==> src/rtl/seq_divider32_if.sv <==
// Start/valid handshake bundle for the 32/16 sequential divider.
// The master drives the operands and start; the slave returns status and results.
interface seq_divider32_if;
  logic        start;
  logic [31:0] dividend;
  logic [15:0] divisor;
  logic        ready;
  logic        busy;
  logic        valid;
  logic [31:0] quotient;
  logic [15:0] remainder;
  logic        div_by_zero;

  modport master (
    output start, dividend, divisor,
    input  ready, busy, valid, quotient, remainder, div_by_zero
  );

  modport slave (
    input  start, dividend, divisor,
    output ready, busy, valid, quotient, remainder, div_by_zero
  );
endinterface

==> src/rtl/seq_divider32.sv <==
// Restoring divider: 32-bit unsigned dividend by 16-bit unsigned divisor.
// Produces one quotient bit per clock, so a result is ready 33 cycles after start.
module seq_divider32 (
  input logic             clk,
  input logic             rst_n,
  seq_divider32_if.slave  bus
);

  typedef enum logic [1:0] {IDLE, CALC, DONE} state_t;

  state_t      state;
  logic [16:0] prem;
  logic [31:0] work;
  logic [15:0] dvsr;
  logic [5:0]  cnt;
  logic        valid_r;
  logic [31:0] quot_r;
  logic [15:0] rem_r;
  logic        dbz_r;
  logic [48:0] step;

  // One restoring iteration: shift {prem, work} left, trial-subtract the divisor,
  // and feed the new quotient bit into the vacated LSB of work.
  function automatic logic [48:0] div_step(input logic [16:0] p,
                                           input logic [31:0] w,
                                           input logic [15:0] d);
    logic        [16:0] sh;
    logic signed [17:0] diff;
    sh   = {p[15:0], w[31]};
    diff = signed'({1'b0, sh}) - signed'({2'b00, d});
    if (diff >= 0)
      return {diff[16:0], w[30:0], 1'b1};
    else
      return {sh, w[30:0], 1'b0};
  endfunction

  assign step = div_step(prem, work, dvsr);

  always_ff @(posedge clk) begin
    if (!rst_n) begin
      state   <= IDLE;
      prem    <= '0;
      work    <= '0;
      dvsr    <= '0;
      cnt     <= '0;
      valid_r <= 1'b0;
      quot_r  <= '0;
      rem_r   <= '0;
      dbz_r   <= 1'b0;
    end else begin
      valid_r <= 1'b0;
      case (state)
        IDLE, DONE: begin
          if (bus.start) begin
            if (bus.divisor != 16'd0) begin
              dvsr  <= bus.divisor;
              work  <= bus.dividend;
              prem  <= '0;
              cnt   <= '0;
              state <= CALC;
            end else begin
              quot_r  <= 32'hFFFF_FFFF;
              rem_r   <= bus.dividend[15:0];
              dbz_r   <= 1'b1;
              valid_r <= 1'b1;
              state   <= DONE;
            end
          end else begin
            state <= IDLE;
          end
        end
        CALC: begin
          prem <= step[48:32];
          work <= step[31:0];
          cnt  <= cnt + 6'd1;
          // The 32nd iteration lands directly in the result registers.
          if (cnt == 6'd31) begin
            quot_r  <= step[31:0];
            rem_r   <= step[47:32];
            dbz_r   <= 1'b0;
            valid_r <= 1'b1;
            state   <= DONE;
          end
        end
        default: state <= IDLE;
      endcase
    end
  end

  assign bus.ready       = (state == IDLE) || (state == DONE);
  assign bus.busy        = (state == CALC);
  assign bus.valid       = valid_r;
  assign bus.quotient    = quot_r;
  assign bus.remainder   = rem_r;
  assign bus.div_by_zero = dbz_r;

endmodule

==> src/flat_wrapper.sv <==
// flat-port wrapper written by rule: the top's interface ports become plain ports
module seq_divider32_flat 
  (clk, rst_n, bus_start, bus_dividend, bus_divisor, bus_ready, bus_busy, bus_valid, bus_quotient, bus_remainder, bus_div_by_zero);
  seq_divider32_if bus_i ();
  input logic clk;
  input logic rst_n;
  input wire logic [$bits(bus_i.start)-1:0] bus_start;
  input wire logic [$bits(bus_i.dividend)-1:0] bus_dividend;
  input wire logic [$bits(bus_i.divisor)-1:0] bus_divisor;
  output wire logic [$bits(bus_i.ready)-1:0] bus_ready;
  output wire logic [$bits(bus_i.busy)-1:0] bus_busy;
  output wire logic [$bits(bus_i.valid)-1:0] bus_valid;
  output wire logic [$bits(bus_i.quotient)-1:0] bus_quotient;
  output wire logic [$bits(bus_i.remainder)-1:0] bus_remainder;
  output wire logic [$bits(bus_i.div_by_zero)-1:0] bus_div_by_zero;
  assign bus_i.start = bus_start;
  assign bus_i.dividend = bus_dividend;
  assign bus_i.divisor = bus_divisor;
  assign bus_ready = bus_i.ready;
  assign bus_busy = bus_i.busy;
  assign bus_valid = bus_i.valid;
  assign bus_quotient = bus_i.quotient;
  assign bus_remainder = bus_i.remainder;
  assign bus_div_by_zero = bus_i.div_by_zero;
  seq_divider32 u_core (.clk(clk), .rst_n(rst_n), .bus(bus_i));
endmodule
==> config.mk <==
export PLATFORM = sky130hd
export DESIGN_NAME = seq_divider32_flat
export DESIGN_NICKNAME = d
export VERILOG_FILES = /design/src/rtl/seq_divider32_if.sv /design/src/rtl/seq_divider32.sv /design/src/flat_wrapper.sv
export SDC_FILE = /design/constraint.sdc
export NUM_CORES = 1
export LEC_CHECK = 0
export BUFFER_PORTS_ARGS = -buffer_cell sky130_fd_sc_hd__clkbuf_2
export CAP_MARGIN = 10
export CORE_ASPECT_RATIO = 1.2
export CORE_MARGIN = 10
export CORE_UTILIZATION = 25
export DETAILED_ROUTE_END_ITERATION = 6
export SLEW_MARGIN = 10
export SYNTH_ARGS = -nofsm -noshare
export SYNTH_HDL_FRONTEND = slang
export SYNTH_SLANG_ARGS = --single-unit
==> constraint.sdc <==
create_clock -name clk -period 2.91 [get_ports clk]
set_input_delay 0.582 -clock clk [delete_from_list [all_inputs] [get_ports clk]]
set_output_delay 0.582 -clock clk [all_outputs]
set_load 0.02 [all_outputs]
Yosys cells after proc, flatten, opt, wreduce, memory -nomap -nowiden
Cells that the tools add are included.
{ "classes": {"addsub": 2, "n_lt_le_gt_ge": 1, "eq_ne": 7, "n_mux": 30, "n_reduce_logical": 8} }
{ "ops": {"columns": ["cell", "n"], "rows": [
  ["32-bit two-way mux", 5],
  ["32-bit one-hot mux with 2 select lines", 2],
  ["16-bit two-way mux", 5],
  ["16-bit one-hot mux with 2 select lines", 2],
  ["48-bit two-way mux", 1],
  ["18-bit by 1-bit greater-or-equal comparator with 1-bit output, second input constant", 1],
  ["17-bit by 16-bit subtractor with 18-bit output", 1],
  ["16-bit nonzero test", 1],
  ["6-bit two-way mux", 2],
  ["6-bit one-hot mux with 2 select lines", 1],
  ["6-bit by 1-bit adder with 6-bit output, second input constant", 1],
  ["6-bit by 5-bit equality test with 1-bit output, second input constant", 1],
  ["1-bit two-way mux", 6],
  ["2-bit two-way mux", 3],
  ["3-bit AND reduction", 2],
  ["2-bit by 1-bit != test with 1-bit output, second input constant", 2],
  ["2-bit != test, second input constant", 2],
  ["1-bit one-hot mux with 2 select lines", 2],
  ["2-bit one-hot mux with 2 select lines", 1],
  ["4-bit AND reduction", 1],
  ["2-bit by 1-bit equality test with 1-bit output, second input constant", 1],
  ["2-bit equality test, second input constant", 1],
  ["2-bit zero test", 1],
  ["2-bit nonzero test", 1],
  ["other kinds (2)", 2]
]} }
{ "word_totals": {"ff_bits": 122, "inputBits": 51} }

Longest topological paths before layout
Gate-level depths: netlist of run 1.
{ "depth": {"ltp_word": 5, "depth_mapped": 11} }

Worst setup path after synthesis of run 1
OpenSTA, ideal clock, no wires.
{ "synth_path": {"kind": "register to register", "start": "reg u_core.dvsr[10]", "end": "reg u_core.rem_r[7] (netlist: u_core.bus.remainder[7])", "setup_time_ns": 0.124, "arrival_time_ns": 2.274, "required_time_ns": 2.786, "path_slack_ns": 0.512, "stages_incl_launch_ff": 12, "n_path_buf": 3, "synth_period_minus_slack_ns": 2.398, "path_cell_list": "dfxtp_1 inv_1 ha_1 buf_6 a211oi_2 nor2_1 o31a_1 or3_1 buf_2 buf_6 mux2i_1 a21oi_1"} }
{ "synth_via": {"elab_chain_cells": 5} }
{ "synth_lines": {"columns": ["element", "line", "text"], "rows": [
  ["from (decl)", "seq_divider32.sv:14", "logic [15:0] dvsr;"],
  ["from (signal assigned)", "seq_divider32.sv:56", "dvsr <= bus.divisor;"],
  ["17-bit by 16-bit subtractor with 18-bit output", "seq_divider32.sv:30", "diff = signed'({1'b0, sh}) - signed'({2'b00, d});"],
  ["18-bit by 1-bit greater-or-equal comparator with 1-bit output", "seq_divider32.sv:31", "if (diff >= 0)"],
  ["48-bit two-way mux", "seq_divider32.sv:31", null],
  ["16-bit two-way mux", "seq_divider32.sv:77", "if (cnt == 6'd31) begin"],
  ["16-bit one-hot mux with 2 select lines", "seq_divider32.sv:52", "case (state)"],
  ["to (signal assigned)", "seq_divider32.sv:63", "rem_r <= bus.dividend[15:0];"],
  ["to (signal assigned)", "seq_divider32.sv:79", "rem_r <= step[47:32];"],
  ["to (decl)", "seq_divider32.sv:18", "logic [15:0] rem_r;"]
]} }
No other way between the ends. The select of a mux whose other input is x is not followed.
A chain may end at the register's enable or synchronous reset.

Final worst setup path of run 1
{ "layout_path": {"start": "reg u_core.state[0]", "end": "out bus_busy"} }
{ "layout_via": {"elab_chain_cells": 1} }
{ "layout_lines": {"columns": ["element", "line", "text"], "rows": [
  ["from (decl)", "seq_divider32.sv:11", "state_t state;"],
  ["from (signal assigned)", "seq_divider32.sv:41", "state <= IDLE;"],
  ["from (signal assigned)", "seq_divider32.sv:60", "state <= CALC;"],
  ["from (signal assigned)", "seq_divider32.sv:66", "state <= DONE;"],
  ["2-bit by 1-bit equality test with 1-bit output", "seq_divider32.sv:91", "assign bus.busy = (state == CALC);"],
  ["to (decl)", "flat_wrapper.sv:11", "output wire logic [$bits(bus_i.busy)-1:0] bus_busy;"]
]} }
No other way between the ends.

==> impl_metrics.toml, run 1 <==
[synth]
yosys.cell_count.top_type = "nand2_1"
syn_nets = 805
synth_top_cell_by_area = "dfxtp_1"
ys_top_cells_by_area = "dfxtp_1 (40%), nand2_1 (8.5%), ha_1 (3.7%)"
synth_seq_cells = 122
synth_edf_count = 0
syn_inst = 735
synth-async-reset-ratio = 0
ys_types = 66
yosysSeqAreaShare = 0.4046
syn_avg_cell_area_um2 = 8.214
synth_top_area_frac = 0.4046
ys_warn_count = 0
synth_top_cells_by_count = "nand2_1 (136), dfxtp_1 (122), o21ai_0 (42)"
synth_flop_cell = "dfxtp_1"
syn-cell-area_um2 = 6037

[clock_tree]
cts.path.max_buffers = 2
cts_tree = "done"
cts.sinks = 122
numCtsBuffers = 17
cts_root_buffer = "clkbuf_16"
cts_setup_buffers = 0
ctsResizeCount = 0
clock_latency_ns = 0.42
cts.hold.buffers_added = 0
clock_tree.htree_level_count = 4
cts.clk_slew.worst_paths_ns = 0.06

[global_routing]
grt_max_degree = 113
track_usage = 0.1240
grt_pass1_wl_mm = 30.90
overflow = 0
grt_pass1_vias = 5746
antenna_found_initial = 0

[cells_and_area]
diodes = 0
final_nets = 892
fillers = 2628
stdcell_area_um2 = 7560
drive_gt1_frac = 0.2251
post-route-util = 0.3164
seq_area_um2 = 2442
synthToLayoutAreaGrowth_pct = 25.22
multi_input_area_um2 = 3282

[critical_path]
ff2ff_path_depth = 8
start_kind = "flop"
critPathMaxFanout = 28
required_ns = 2.33
endpoint_kind = "output pin"
arrival_ns = 2.13
r2r-end = "u_core.bus.remainder[0]"
r2r_start = "u_core.dvsr[8]"
r2r_slack_ns = 0.24
path_class = "reg2out"

[job]
cap_violations = 0

[timing]
whs_ns = 0.4029
slew_headroom = 0.4320
hold_viol_final = 0
skew_ns = 0.01079
fin_crit_sh = 0.9336
period_minus_slack_ns = 2.717
tns_ns = 0
setup_violations = 0
worst_slew_pin_slew_ns = 0.8499
rsz0062_at_grt = "false"
max_freq_mhz = 368.1
finalWorstSetupSlack_ns = 0.1933
slew_violations = 0

[pwr]
clkPwrFrac = 0.371
p_comb_frac = 0.303
p_sw_w = 0.002054
p_seq_frac = 0.327
switching_share = 0.3457
p_leak_nw = 3.224
internal_power_w = 0.003887
p_per_area_nw_per_um2 = 785.9
peakVddDrop_mv = 0.3668

[routing]
vias = 5672
dr.pass1.iters = 7
drt_iter0_markers = 323
routed_wl_mm = 19.09
vias_per_cell = 4.911
antenna_left = 0
wl_per_cell_um = 16.53
drcViolationCount = 0

[floorplanning]
dieArea_um2 = 30790
io_pins = 103
coreArea_um2 = 23890
initial_core_util = 0.2527
rows = 62
die-height_um = 190.2
die_w_um = 161.9

[place]
pre_cts_ws_ns = 0.03182
dp_hpwl_mm = 13.97
gp_congestion = 0.9136
placed_cell_area_um2 = 6944
io_buffers = 102

[worst_hold_path]
hold_depth = 3
holdPathEnd = "u_core.dvsr[7]"
holdCritPathClass = "in2reg"
min_from = "bus_divisor[7]"

[run_status]
status = "finished, final reports clean"
-- power by group through the flow --
stage          Clock (W)  Combinational [W]  Sequential, W
4_1_cts          0.00226            0.00179        0.00194
3_3_place_gp           0            0.00179        0.00197
5_1_grt          0.00233            0.00198        0.00196
6_report         0.00220            0.00180        0.00194
2_1_floorplan          0            0.00127        0.00199
3_5_place_dp           0            0.00178        0.00197
-- how the worst max path moves through the flow --
stage / startpoint / end / depth (start not counted) / slack (ns)
after detailed placement: bus_divisor[10] / u_core.work[31] / 7 / 0.03
after global placement: bus_divisor[10] / u_core.work[31] / 7 / 0.05
after CTS: u_core.state[0] / bus_busy / 4 / 0.20
final: u_core.state[0] / bus_busy / 4 / 0.19
after global routing: u_core.prem[10] / u_core.prem[12] / 7 / 0.05
after floorplan: u_core.dvsr[10] / u_core.bus.remainder[7] / 11 / 0.51
-- flip-flops by register name, indices dropped and copies added (netlist names) --
name and cells:
u_core.work 32, u_core.state 2, u_core.bus.remainder 16, u_core.bus.valid 1, u_core.bus.quotient 32, u_core.bus.div_by_zero 1, u_core.cnt 6, u_core.prem 16
u_core.dvsr 16
-- cell usage in the layout (no fill, tap or decap), types with 4 or more instances in the layout --
cell,count
xnor2_1,6
buf_12,4
a21boi_0,18
o221a_2,15
and2_1,4
clkbuf_16,17
mux2i_1,4
a211oi_1,4
nand2_1,136
inv_1,21
clkbuf_2,101
or3_1,11
nor2_1,38
or4_1,4
o31ai_1,5
ha_1,18
nor3_1,29
nor3b_1,18
dfxtp_1,122
nor4b_1,4
o211a_1,17
o211ai_1,7
buf_4,20
a21o_1,6
nand3_1,35
and3_1,6
a21oi_1,21
o21ai_0,42
inv_6,4
a31oi_1,22
clkinv_4,6
-- worst max-delay path, cell delays in order, from the launching register on --
cell,delay (ns)
dfxtp_1,0.51
nand2b_4,0.27
inv_1,0.43
buf_4,0.27
clkbuf_2,0.22
-- layer usage --
layer | vias up | GRT usage | share of wire
met3 | 19 | 0.02786 | 0.034
met2 | 97 | 0.2103 | 0.50
li1 | 2826 | - | -
met5 | - | 0 | 0
met4 | 0 | 0.04345 | 0.015
met1 | 2730 | 0.1508 | 0.45
-- cell families (layout without fill, tap and decap cells) --
| family | Yosys count | after routing | share of synthesized area |
|---|---|---|---|
| AOI/OAI and AO/OA | 193 | 193 | 0.2313 |
| adders and majority gates | 19 | 19 | 0.04062 |
| DFF | 122 | 122 | 0.4046 |
| and+or+nand+nor | 308 | 308 | 0.2462 |
| muxes | 5 | 5 | 0.008498 |
| buffers and inverters | 79 | 179 | 0.05575 |
| xor gates and xnor gates | 9 | 9 | 0.01306 |
-- cell type report --
class                      instances  share of cell area
sequential                       122              0.3231
clock buffer                      17             0.05627
tap                              320             0.05296
inverter                          21             0.01043
multi-input combinational        534              0.4341
clock inverter                    15             0.02516
timing repair buffer             126             0.09798
-- stage by stage --
stage | power (W) | instances
after floorplan | 0.003255 | 735
after global placement | 0.003764 | 1123
after CTS | 0.005984 | 1155
final | 0.005941 | 1155
after detailed placement | 0.003751 | 1123
after global routing | 0.006268 | 1155
(Power assumes the default switching activity.)
==> run 2: changes to the inputs <==
==> constraint.sdc (replaced) <==
create_clock -name clk -period 2.91 [get_ports clk]
set_input_delay 0 -clock clk [delete_from_list [all_inputs] [get_ports clk]]
set_output_delay 0 -clock clk [all_outputs]
set_load 0.02 [all_outputs]
==> impl_metrics.toml, run 2 (synthesized netlist as in run 1, its figures left out) <==
[cells_and_area]
layout_common_cells = "nand2_1 (136), dfxtp_1 (122), clkbuf_2 (101)"
diodes = 0
final_nets = 933
drive_gt1_frac = 0.2066
fillers = 2562
synthToLayoutAreaGrowth_pct = 31.09
layout_commonest_cell = "nand2_1"

[critical_path]
r2r_slack_ns = 0.20
r2r_start = "u_core.dvsr[10]"
arrival_ns = 3.02
crit_buf_inv = 1
required_ns = 3.23
path_class = "reg2reg"
ff2ff_path_depth = 8
r2r-end = "u_core.bus.remainder[1]"
start_kind = "flop"
crit_chain = "inv_1, ha_1, a211oi_2, nor2_1, o31a_1, or3_1, mux2i_1, a32o_1"
crit_slowest_cell = "or3_1"
endpoint_kind = "flop"
max_stage_delay_ns = 0.63
critical_path.top_delay_family = "compound AO/OA/AOI/OAI gates"
critPathMaxFanout = 12

[worst_hold_path]
min_from = "rst_n"
hold_depth = 2
holdPathEnd = "u_core.work[11]"
holdCritPathClass = "in2reg"

[global_routing]
grt_max_degree = 104
track_usage = 0.1243
antenna_found_initial = 0
gr-usage-met1 = 0.1464
globalRouteMet3Util = 0.02873
overflow = 0
grt_pass1_vias = 5761
grt_pass1_wl_mm = 31.02
grt_busiest_layer = "met2"
met2_usage = 0.2125

[routing]
routed_wl_mm = 19.17
dr.pass1.iters = 5
vias = 5848
drcViolationCount = 0
wl_per_cell_um = 16.03
antenna_left = 0
drt_iter0_markers = 384
vias_per_cell = 4.890

[floorplanning]
die_w_um = 161.9
dieArea_um2 = 30790
io_pins = 103
die-height_um = 190.2
coreArea_um2 = 23890
rows = 62
initial_core_util = 0.2527

[pwr]
clkPwrFrac = 0.360
switching_share = 0.3575
p_seq_frac = 0.332
p_comb_frac = 0.308
p_per_area_nw_per_um2 = 736.9
power_w = 0.005832
p_sw_w = 0.002085
p_leak_nw = 3.354
peakVddDrop_mv = 0.3274
internal_power_w = 0.003747

[timing]
skew_ns = 0.01042
max_freq_mhz = 369.7
tns_ns = 0
worst_slew_pin_slew_ns = 0.9610
fin_crit_sh = 0.9296
finalWorstSetupSlack_ns = 0.2048
rsz0062_at_grt = "false"
slew_violations = 0
hold_viol_final = 0
period_minus_slack_ns = 2.705
slew_headroom = 0.3593
setup_violations = 0

[clock_tree]
cts.path.max_buffers = 2
cts_root_buffer = "clkbuf_16"
clock_tree.htree_level_count = 4
numCtsBuffers = 17
cts.sinks = 122
cts.clk_slew.worst_paths_ns = 0.07
clock_latency_ns = 0.43
cts_tree = "done"
cts_setup_buffers = 0

[place]
gp_congestion = 0.8843
pre_cts_ws_ns = 0.1949
dp_hpwl_mm = 13.76
io_buffers = 102

[run_status]
status = "finished, final reports clean"

[job]
cap_violations = 0
==> run 2: cell types whose count changed in the layout (fill, tap and decap cells not counted) <==
cell	delta
clkinv_4	-5
inv_6	+4
clkinv_2	-1
inv_8	+2
dlygate4sd3_1	+48
buf_12	-3
clkinvlp_4	+2
buf_4	-4
bufinv_16	-2
==> run 2: through the flow <==
stage                     instance area [um^2]  hold WS, ns    util  instances
after CTS                                 7914      0.04327  0.3312       1196
final                                     7914      0.05879  0.3312       1196
after floorplan                           6037       0.1449       -        735
after detailed placement                  6854       0.2533  0.2869       1116
after global placement                    6854       0.2492  0.2869       1116
after global routing                      7914      0.05870  0.3312       1196
==> run 2: worst register-to-register path, stage by stage (launching register included) <==
cell      delay [ns]
dfxtp_1         0.32
inv_1           0.04
ha_1            0.40
a211oi_2        0.24
nor2_1          0.10
o31a_1          0.36
or3_1           0.63
mux2i_1         0.22
a32o_1          0.27
==> run 2: worst max-delay path by stage <==
stage	start	to	slack (ns)	cells past startpoint
after floorplan	u_core.dvsr[10]	u_core.bus.remainder[7]	0.51	11
after global placement	u_core.dvsr[10]	u_core.bus.remainder[1]	0.22	8
after detailed placement	u_core.dvsr[10]	u_core.bus.remainder[1]	0.19	8
after CTS	u_core.dvsr[10]	u_core.bus.remainder[1]	0.20	8
after global routing	u_core.dvsr[10]	u_core.bus.remainder[12]	0.01	8
final	u_core.dvsr[10]	u_core.bus.remainder[1]	0.20	8
==> run 2: cell type report <==
type | instances | area [um^2] | share of cell area
clock buffers | 17 | 425.4 | 0.05375
multi-input cells | 534 | 3282 | 0.4147
clock inverters | 15 | 153.9 | 0.01945
well taps | 320 | 400.4 | 0.05059
inverters | 21 | 78.83 | 0.009960
flip-flops and latches | 122 | 2442 | 0.3086
repair buffers | 167 | 1131 | 0.1429
==> run 2: what timing repair did <==
action	4_1_cts	5_1_grt
resized for setup	0	0
hold buffers	48	0
endpoints found under the hold margin	59	0
==> run 2: routing by layer <==
metal  share of wire  routed length (um)  vias to the layer above
met5               0                   0                        -
met4           0.023                 433                        0
met3           0.043                 821                       24
met2            0.50                9563                      148
met1            0.44                8350                     2779
li1                -                   -                     2897
==> run 2: power by group through the flow <==
stage | clock [W] | combinational [W] | sequential [W]
final | 0.00210 | 0.00179 | 0.00194
after detailed placement | 0 | 0.00173 | 0.00197
after CTS | 0.00214 | 0.00179 | 0.00194
after global routing | 0.00221 | 0.00199 | 0.00196
after floorplan | 0 | 0.00127 | 0.00199
after global placement | 0 | 0.00173 | 0.00197
==> run 3: changes to the inputs <==
--- a/config.mk
+++ b/config.mk
@@ -9,8 +9,9 @@
 export CAP_MARGIN = 10
 export CORE_ASPECT_RATIO = 1.2
 export CORE_MARGIN = 10
-export CORE_UTILIZATION = 25
+export CORE_UTILIZATION = 56
 export DETAILED_ROUTE_END_ITERATION = 6
+export PLACE_DENSITY = 0.8
 export SLEW_MARGIN = 10
 export SYNTH_ARGS = -nofsm -noshare
 export SYNTH_HDL_FRONTEND = slang
==> constraint.sdc (replaced) <==
create_clock -name clk -period 2.91 [get_ports clk]
set_input_delay 0 -clock clk [delete_from_list [all_inputs] [get_ports clk]]
set_output_delay 0 -clock clk [all_outputs]
set_load 0.1 [all_outputs]
==> impl_metrics.toml, run 3 (synthesized netlist as in run 1, its figures left out) <==
[run_status]
status = "finished, final reports clean"

[timing]
period_minus_slack_ns = 2.757
setup_violations = 0
slew_violations = 0
slew_headroom = 0.3457
whs_ns = 0.02304
hold_viol_final = 0
max_freq_mhz = 362.7
worst_slew_pin_slew_ns = 0.9815
finalWorstSetupSlack_ns = 0.1529
rsz0062_at_grt = "false"
skew_ns = 0.006008
fin_crit_sh = 0.9475
tns_ns = 0

[cells_and_area]
layout_commonest_cell = "nand2_1"
synthToLayoutAreaGrowth_pct = 26.96
drive_gt1_frac = 0.2069
final_nets = 932
fillers = 751
final_cells = 1004
diodes = 0
layout_common_cells = "nand2_1 (136), dfxtp_1 (122), clkbuf_2 (101)"

[worst_hold_path]
holdCritPathClass = "in2reg"
hold_depth = 4

[clock_tree]
cts_root_buffer = "clkbuf_16"
clock_tree.htree_level_count = 4
cts.clk_slew.worst_paths_ns = 0.05
numCtsBuffers = 17
ctsResizeCount = 0
cts.hold.buffers_added = 46
cts_tree = "done"
cts.sinks = 122
clock_latency_ns = 0.41
cts_setup_buffers = 0
cts.path.max_buffers = 2

[critical_path]
required_ns = 3.21
path_class = "reg2reg"
max_stage_delay_ns = 0.64
critPathMaxFanout = 12
ff2ff_path_depth = 8
crit_chain = "inv_1, ha_1, a211oi_2, nor2_1, o31a_1, or3_1, mux2i_1, a32o_1"
start_kind = "flop"
arrival_ns = 3.06
crit_slowest_cell = "or3_1"
endpoint_kind = "flop"

[global_routing]
antenna_found_initial = 0
grt_max_degree = 104
grt_pass1_vias = 6025
grt_pass1_wl_mm = 30.25
track_usage = 0.2384
overflow = 0

[floorplanning]
die-height_um = 133.7
die_w_um = 114.8
dieArea_um2 = 15350
initial_core_util = 0.5741
io_pins = 103
coreArea_um2 = 10520
rows = 41

[place]
gp_congestion = 0.9253
dp_hpwl_mm = 12.74
placed_cells = 926
pre_cts_ws_ns = 0.1892
io_buffers = 102

[pwr]
p_sw_w = 0.002284
internal_power_w = 0.003865
clkPwrFrac = 0.343
p_seq_frac = 0.316
power_w = 0.006149
peakVddDrop_mv = 0.4672
p_per_area_nw_per_um2 = 802.2
switching_share = 0.3714
p_comb_frac = 0.341
p_leak_nw = 3.355

[routing]
vias_per_cell = 6.093
wl_per_cell_um = 18.23
routed_wl_mm = 18.30
vias = 6117
dr.pass1.iters = 7
drt_iter0_markers = 491
antenna_left = 0
drcViolationCount = 0

[job]
cap_violations = 0
[run 3: power by group through the flow]
stage          logic [W]  clock network, W  registers, W
2_1_floorplan    0.00128                 0       0.00224
3_3_place_gp     0.00198                 0       0.00196
3_5_place_dp     0.00201                 0       0.00197
4_1_cts          0.00207           0.00212       0.00194
5_1_grt          0.00226           0.00220       0.00196
6_report         0.00210           0.00211       0.00194
[run 3: worst paths after layout]
check / start / slack, ns / end
setup reg to reg: u_core.dvsr[10] / 0.15 / u_core.bus.remainder[1]
hold / removal: bus_dividend[14] / 0.02 / u_core.work[14]
setup / recovery: u_core.dvsr[10] / 0.15 / u_core.bus.remainder[1]
hold reg to reg: u_core.dvsr[10] / 0.47 / u_core.dvsr[10]
[run 3: area by class of cell]
class | instances | area [um^2] | area share
clock inverter | 13 | 142.6 | 0.01861
tap | 129 | 161.4 | 0.02106
timing repair buffer | 166 | 1106 | 0.1443
multi-input combinational | 534 | 3281 | 0.4280
sequential | 122 | 2442 | 0.3186
inverter | 21 | 78.83 | 0.01028
clock buffer | 19 | 452.9 | 0.05909
[run 3: metal layers]
metal,track usage,part of all wire,vias to the layer above
met5,0,0,-
met3,0.06155,0.066,39
met1,0.2786,0.40,2915
met2,0.4058,0.51,250
met4,0.08815,0.025,0
li1,-,-,2913
[run 3: critical path: cells and delay by family (launching register included)]
kind	cells	cell delay [ns]
flip-flops	1	0.32
buffers and inverters	1	0.04
multiplexers	1	0.22
AND/OR/NAND/NOR	2	0.75
AO/OA/AOI/OAI	3	0.91
adder cells (fa/ha/maj)	1	0.41
[run 3: through the flow]
stage | area, um^2 | util
5_1_grt | 7665 | 0.7289
2_1_floorplan | 6037 | -
4_1_cts | 7665 | 0.7289
3_3_place_gp | 6609 | 0.6284
3_5_place_dp | 6609 | 0.6284
6_report | 7665 | 0.7289
